$ cat src/rtl/piso_stream_pkg.sv
// Shared types and sizing helpers for the parallel-in/serial-out streamer.
package piso_pkg;

  typedef enum logic {
    IDLE  = 1'b0,
    SHIFT = 1'b1
  } state_t;

  // Counter width for a range of n values; a single value still needs one bit.
  function automatic int cnt_width(input int n);
    int w;
    w = $clog2(n);
    return (w < 1) ? 1 : w;
  endfunction

endpackage

$ cat src/rtl/piso_stream_if.sv
// Producer-side handshake and serial-side outputs of piso_stream.
interface piso_stream_if #(
  parameter int WIDTH = 8
);
  logic             load;
  logic [WIDTH-1:0] pi;
  logic             msb_first;
  logic             ready;
  logic             so;
  logic             so_valid;
  logic             so_first;
  logic             so_last;
  logic             busy;
  logic             drop;

  // The streamer itself
  modport slave (
    input  load, pi, msb_first,
    output ready, so, so_valid, so_first, so_last, busy, drop
  );

  // The producer / line monitor
  modport master (
    output load, pi, msb_first,
    input  ready, so, so_valid, so_first, so_last, busy, drop
  );
endinterface

$ cat src/rtl/piso_stream_bit_tick_gen.sv
// Divider for the serial bit period: tick marks the last cycle of each bit.
module bit_tick_gen
  import piso_pkg::*;
#(
  parameter int DIV = 1
) (
  input  logic clk,
  input  logic rst,
  input  logic clr,
  output logic tick
);
  localparam int            DW   = cnt_width(DIV);
  localparam logic [DW-1:0] LAST = DW'(DIV - 1);

  logic [DW-1:0] div_cnt;

  // Count 0..DIV-1 and wrap; held at zero while no frame is running.
  always_ff @(posedge clk or posedge rst) begin
    if (rst) begin
      div_cnt <= '0;
    end else if (clr || (div_cnt == LAST)) begin
      div_cnt <= '0;
    end else begin
      div_cnt <= div_cnt + 1'b1;
    end
  end

  assign tick = (div_cnt == LAST);
endmodule

$ cat src/rtl/piso_stream.sv
// Parameterised PISO: one-word holding buffer feeding a shifter, gap-free
// back-to-back frames, per-word bit order and first/last framing strobes.
module piso_stream
  import piso_pkg::*;
#(
  parameter int WIDTH = 8,
  parameter int DIV   = 1
) (
  input  logic            clk,
  input  logic            rst,
  piso_stream_if.slave    bus
);
  localparam int            BW       = cnt_width(WIDTH);
  localparam logic [BW-1:0] LAST_BIT = BW'(WIDTH - 1);

  state_t           state, state_next;
  logic [WIDTH-1:0] hold;
  logic             hold_dir;
  logic             hold_full;
  logic [WIDTH-1:0] shreg;
  logic             dir;
  logic [BW-1:0]    bit_cnt;
  logic             drop_reg;

  logic tick;
  logic accept;
  logic xfer;
  logic shift_en;

  // Hold can only take a word when empty, so accept and transfer never coincide.
  assign accept = bus.load && !hold_full;

  bit_tick_gen #(.DIV(DIV)) u_tick (
    .clk  (clk),
    .rst  (rst),
    .clr  (state == IDLE),
    .tick (tick)
  );

  // State register.
  always_ff @(posedge clk or posedge rst) begin
    if (rst) state <= IDLE;
    else     state <= state_next;
  end

  // Next state plus transfer/shift strobes for the datapath.
  always_comb begin
    state_next = state;
    xfer       = 1'b0;
    shift_en   = 1'b0;
    case (state)
      IDLE: begin
        if (hold_full) begin
          xfer       = 1'b1;
          state_next = SHIFT;
        end
      end
      SHIFT: begin
        if (tick) begin
          if (bit_cnt != LAST_BIT) shift_en = 1'b1;
          else if (hold_full)      xfer = 1'b1;
          else                     state_next = IDLE;
        end
      end
      default: state_next = IDLE;
    endcase
  end

  // Holding buffer, shifter, bit counter and the rejected-load pulse.
  always_ff @(posedge clk or posedge rst) begin
    if (rst) begin
      hold      <= '0;
      hold_dir  <= 1'b0;
      hold_full <= 1'b0;
      shreg     <= '0;
      dir       <= 1'b0;
      bit_cnt   <= '0;
      drop_reg  <= 1'b0;
    end else begin
      drop_reg <= bus.load && hold_full;

      if (accept) begin
        hold      <= bus.pi;
        hold_dir  <= bus.msb_first;
        hold_full <= 1'b1;
      end else if (xfer) begin
        hold_full <= 1'b0;
      end

      if (xfer) begin
        shreg   <= hold;
        dir     <= hold_dir;
        bit_cnt <= '0;
      end else if (shift_en) begin
        shreg   <= dir ? {shreg[WIDTH-2:0], 1'b0} : {1'b0, shreg[WIDTH-1:1]};
        bit_cnt <= bit_cnt + 1'b1;
      end
    end
  end

  assign bus.so       = (state == SHIFT) && (dir ? shreg[WIDTH-1] : shreg[0]);
  assign bus.so_valid = (state == SHIFT);
  assign bus.so_first = (state == SHIFT) && (bit_cnt == '0);
  assign bus.so_last  = (state == SHIFT) && (bit_cnt == LAST_BIT);
  assign bus.busy     = (state == SHIFT) || hold_full;
  assign bus.ready    = !hold_full;
  assign bus.drop     = drop_reg;
endmodule

$ cat src/flat_wrapper.sv
// flat-port wrapper written by rule: the top's interface ports become plain ports
module piso_stream_flat import piso_pkg::*;
#(
  parameter int WIDTH = 8,
  parameter int DIV   = 1
)
  (clk, rst, bus_load, bus_pi, bus_msb_first, bus_ready, bus_so, bus_so_valid, bus_so_first, bus_so_last, bus_busy, bus_drop);
  piso_stream_if #(.WIDTH(WIDTH)) bus_i ();
  input  logic clk;
  input  logic rst;
  input wire logic [$bits(bus_i.load)-1:0] bus_load;
  input wire logic [$bits(bus_i.pi)-1:0] bus_pi;
  input wire logic [$bits(bus_i.msb_first)-1:0] bus_msb_first;
  output wire logic [$bits(bus_i.ready)-1:0] bus_ready;
  output wire logic [$bits(bus_i.so)-1:0] bus_so;
  output wire logic [$bits(bus_i.so_valid)-1:0] bus_so_valid;
  output wire logic [$bits(bus_i.so_first)-1:0] bus_so_first;
  output wire logic [$bits(bus_i.so_last)-1:0] bus_so_last;
  output wire logic [$bits(bus_i.busy)-1:0] bus_busy;
  output wire logic [$bits(bus_i.drop)-1:0] bus_drop;
  assign bus_i.load = bus_load;
  assign bus_i.pi = bus_pi;
  assign bus_i.msb_first = bus_msb_first;
  assign bus_ready = bus_i.ready;
  assign bus_so = bus_i.so;
  assign bus_so_valid = bus_i.so_valid;
  assign bus_so_first = bus_i.so_first;
  assign bus_so_last = bus_i.so_last;
  assign bus_busy = bus_i.busy;
  assign bus_drop = bus_i.drop;
  piso_stream #(.WIDTH(WIDTH), .DIV(DIV)) u_core (.clk(clk), .rst(rst), .bus(bus_i));
endmodule
$ cat config.mk
export PLATFORM = sky130hd
export DESIGN_NAME = piso_stream_flat
export DESIGN_NICKNAME = d
export VERILOG_FILES = /design/src/rtl/piso_stream_pkg.sv /design/src/rtl/piso_stream_if.sv /design/src/rtl/piso_stream_bit_tick_gen.sv /design/src/rtl/piso_stream.sv /design/src/flat_wrapper.sv
export SDC_FILE = /design/constraint.sdc
export NUM_CORES = 1
export LEC_CHECK = 0
export ABC_CLOCK_PERIOD_IN_PS = 4900
export BUFFER_PORTS_ARGS = -buffer_cell sky130_fd_sc_hd__buf_4
export CORE_MARGIN = 2
export CORE_UTILIZATION = 57
export DETAILED_ROUTE_END_ITERATION = 7
export GPL_ROUTABILITY_DRIVEN = 0
export PLACE_DENSITY = 0.86
export RECOVER_POWER = 100
export SYNTH_ARGS = -nofsm -noshare
export SYNTH_HDL_FRONTEND = slang
export SYNTH_SLANG_ARGS = --single-unit
$ cat constraint.sdc
create_clock -name clk -period 4.9 [get_ports clk]
set_input_delay 0.49 -clock clk [delete_from_list [all_inputs] [get_ports clk]]
set_output_delay 0.49 -clock clk [all_outputs]
set_load 0.01 [all_outputs]
* Yosys cells after proc, flatten, opt, wreduce, memory -nomap -nowiden *
Cells that the tools add are included.

cells by class
  $add $sub $neg = 2
  equal/unequal tests = 2
  mux-type cells = 19
  bitwise logic cells = 2
  reduce and logical (&&, ||, !) cells = 11

operator list
  kind                                           count
  two-way mux 8 bit                              3
  two-way mux 1 bit                              12
  two-way mux 3 bit                              2
  logical AND 1 bit                              5
  one-hot mux 1 bit (2 select lines)             2
  nonzero test 2 bit                             2
  adder 3 x 1 -> 3 bit (second input constant)   1
  equality test 3 bit (second input constant)    1
  zero test 3 bit                                1
  inequality test 3 bit (second input constant)  1
  logical OR 1 bit                               2
  NOT 1 bit                                      2
  adder 1 bit (second input constant)            1
  zero test 1 bit                                1

word-level totals
  bits in registers = 25
  input bits = 12
  output and inout bits = 7
  logic and storage cells = 45

* Depth between registers and ports, before layout *
  depth in word-level cells = 6
  mapped depth = 7
  mapped depth without buffers = 6

* Hierarchy *
From an unflattened synthesis, not the netlist that was laid out.

second synthesis, totals
  cell total of the unflattened synthesis = 117
  area, all modules = 1,231.2 µm²

by module, submodules not included
  module        instances  cells an instance  area an instance (µm²)  sequential area each (µm²)
  piso_stream   1          113                1,194.9                 600.6
  bit_tick_gen  1          4                  36.3                    25.0

* Least setup slack after synthesis *
Ideal clock, no wire load.

  kind = flip-flop to flip-flop
  start point = register u_core.bit_cnt[0]
  end point = register u_core.shreg[3]
  setup time = 131 ps
  arrival = 1,485 ps
  data required time = 4,769 ps
  slack = 3,284 ps
  stages on the path, launching flop included = 8
  path buffers = 1
  period minus slack after synthesis = 1,616 ps
  path through = dfrtp_1 ha_1 ha_1 nor2b_4 o21a_1 buf_6 a211oi_1 o31ai_1

between the ends
  word-level cells in the longest chain between the ends = 5
  elaborated cells between the ends (all ways) = 9
  those cells by class = 1 x eq/ne; 7 x mux; 1 x reduce/logical

ends and longest elaborated chain
  what                                                                            RTL line           source
  start: declaration                                                              piso_stream.sv:22  logic [BW-1:0] bit_cnt;
  start signal: assignment                                                        piso_stream.sv:96  bit_cnt <= bit_cnt + 1'b1;
  inequality test 3 bit (*)                                                       piso_stream.sv:60  if (bit_cnt != LAST_BIT) shift_en = 1'b1;
  two-way mux 1 bit                                                               piso_stream.sv:60
  two-way mux 1 bit                                                               piso_stream.sv:59  if (tick) begin
  one-hot mux 1 bit (2 select lines) / two-way mux 1 bit (equally long branches)  piso_stream.sv:51  case (state)
  two-way mux 8 bit / nonzero test 2 bit (equally long branches)                  n/a
  end signal: assignment                                                          piso_stream.sv:91  shreg <= hold;
  end signal: assignment                                                          piso_stream.sv:95  shreg <= dir ? {shreg[WIDTH-2:0], 1'b0} : {1'b0, shreg[WIDTH-1:1]};
  end: declaration                                                                piso_stream.sv:20  logic [WIDTH-1:0] shreg;

Mark *: on every way between the ends. The rest lies on a longest branch, timed or not.
A chain may end at the register's enable or synchronous reset.

* Final worst setup path *
Ends and elaborated chain as after synthesis.

==> run summary <==
Most frequent cells after synthesis - dfrtp_1, nand2_1, mux2_2
Overflow after GRT - 0
Antenna violations before repair - 0
Largest regs - u_core.hold (8), u_core.shreg (8), u_core.bit_cnt (3)
Pwr Total - 626 uW
Clk pin slew, worst setup/hold paths - 140 ps
Place WS - 3130 ps
Failing checks - capacitance limit, slew limit
Main synth FF type - dfrtp_1
Area of the die - 2510 um^2
Setup TNS - 0 ps
Slew Viols, Final - 20
Input/output buffers - 18
Worst-Margin Slew - 1880 ps
Worst setup EP type - flop
R2R Setup Slk - 2110 ps
Max Buffers Root-to-Sink - 2
Minimum clock period - 2790 ps
ANT nets after route - 0
Worst path required time - 5030 ps
Core Area - 1980 um^2
Die height - 50.1 um
Cell taking the most area after synthesis - dfrtp_1
Final worst setup slack - 2110 ps
Hold-fix buffers, CTS - 0
RSZ-0062 raised after global routing - false
DRT Pass-1 Iters - 5
Post-synth EDFFs - 0
Post-Syn Area - 1210 um^2
Power density cells - 471 nW/um^2
Pleak - 0.000605 uW
Post-CTS Setup Inserts - 0
Final clock skew - 12.7 ps
Pin count of the biggest net entering global routing - 26
GR Util All Layers - 19.6%
Clock sinks - 25
Syn nets - 124
Outcome - finished with violations
Fmax achieved - 358 MHz
Die W - 50.1 um
Fill cells - 157
Vias in the first global route - 874
Slew margin rel. - -26.9%
Final HPWL DP - 1530 um
Max Cap Viol - 1
Synth top area share - 51.8%
Cts repair resizes - 0
Mean Syn Cell Area - 11.1 um^2
Layout Nets - 142
Global-route wire length before repair - 3710 um
Fraction of registers with async set/reset - 100%
DRC Markers - 0
Post-synthesis sequential area ratio - 51.8%
I/O pins - 19
Share of cells above drive strength 1 - 23.0%
Design area - 1330 um^2
Initial detailed-routing violation count - 17
Vias per inst - 5.58
Area occupied by multi-input gates - 505 um^2
Path type of the worst min-delay path - primary input to asynchronous set/reset pin
Area Growth Syn to Fin - 9.83%
Clock Latency Late Sink - 320 ps
Via count - 853
Max IR drop VDD - 0.333 mV
Final Util - 67.0%
Mapped Cells - 109
Total CTS buffers - 3
Critical path arrival - 2930 ps
Clock H-tree levels - 1
Diode count - 0
Drt wl/cell - 13.9 um
TritonCTS clock tree - done
Crit path max fanout - 19
Crit path kind - flop to flop
Ys Warns - 0
# setup viols final - 0
CP Launch Type - flop
Starting Density - 61.0%
Register area - 626 um^2
Cell Area, Placed - 1340 um^2
#FFs+latches synth - 25
Unique cell type count in the Yosys netlist - 29
FP Rows - 16
Final number of hold-violating endpoints - 0
Most frequent cell after synthesis - dfrtp_1
CTS Root Cell - clkbuf_4
Crit share post-route - 57.0%
Top cells by area, synth - dfrtp_1, mux2_2, nor2b_1
WL final - 2130 um
cell type report:
type | count | share of cell area, %
Tap cell | 27 | 2.54
Clock buffer | 3 | 1.70
Clock inverter | 1 | 0.377
Sequential cell | 25 | 47.1
Inverter | 5 | 1.41
Timing Repair Buffer | 18 | 8.77
Multi-Input combinational cell | 74 | 38.1
placed cells by master, fill, tap and decap left out, types with 5 or more instances in the layout:
master / n
clkbuf_1: 5
inv_1: 5
a211oi_1: 5
dfrtp_1: 25
mux2_2: 10
buf_4: 12
nand2_1: 11
nor2_1: 9
nor2b_1: 10
o31ai_1: 6
logic make-up after synthesis:
family | after synthesis | share of synthesized area (%)
DFF | 25 | 51.8
AOI/OAI and AO/OA | 22 | 14.1
adders and majority gates | 3 | 3.11
buffers and inverters | 10 | 4.86
and+or+nand+nor | 37 | 15.7
other | 1 | 0.310
muxes | 11 | 10.1
worst max-delay path: stages (launching register included):
cell,delay (ps)
dfrtp_1,410
ha_1,160
ha_1,190
and2b_1,190
o21ai_0,1410
o31ai_1,240
where the power goes:
group          internal, uW  switching [uW]  leakage (uW)
clock network          30.6            61.8     0.0000177
registers               282            67.5      0.000300
logic                   103            80.2      0.000288
per-stage QoR:
step	hold slack (ps)	instances
detailed placement	470	149
finish	351	153
global route	377	153
floorplan	434	109
CTS	377	153
global placement	479	149
worst paths after layout:
check	startpoint	to	cells past startpoint
worst min-delay path	rst	u_core.hold[1]	2
worst min register to register	u_core.hold_dir	u_core.dir	2
max in group asynchronous	rst	u_core.hold[5]	2
min in group clk	bus_pi[0]	u_core.hold[0]	2
worst max-delay path	u_core.bit_cnt[0]	u_core.shreg[3]	5
worst max register to register	u_core.bit_cnt[0]	u_core.shreg[3]	5
metal layers:
| layer | up-vias | share of wire (%) | wire, um | GRT usage [%] |
|---|---|---|---|---|
| met2 | 22 | 51 | 1090 | 34.0 |
| met1 | 418 | 44 | 938 | 24.5 |
| met4 | 0 | 1.5 | 33 | 6.02 |
| met3 | 7 | 3.3 | 70 | 3.64 |
| li1 | 406 | - | - | - |
| met5 | - | 0 | 0 | 0 |
(Power assumes the default switching activity.)
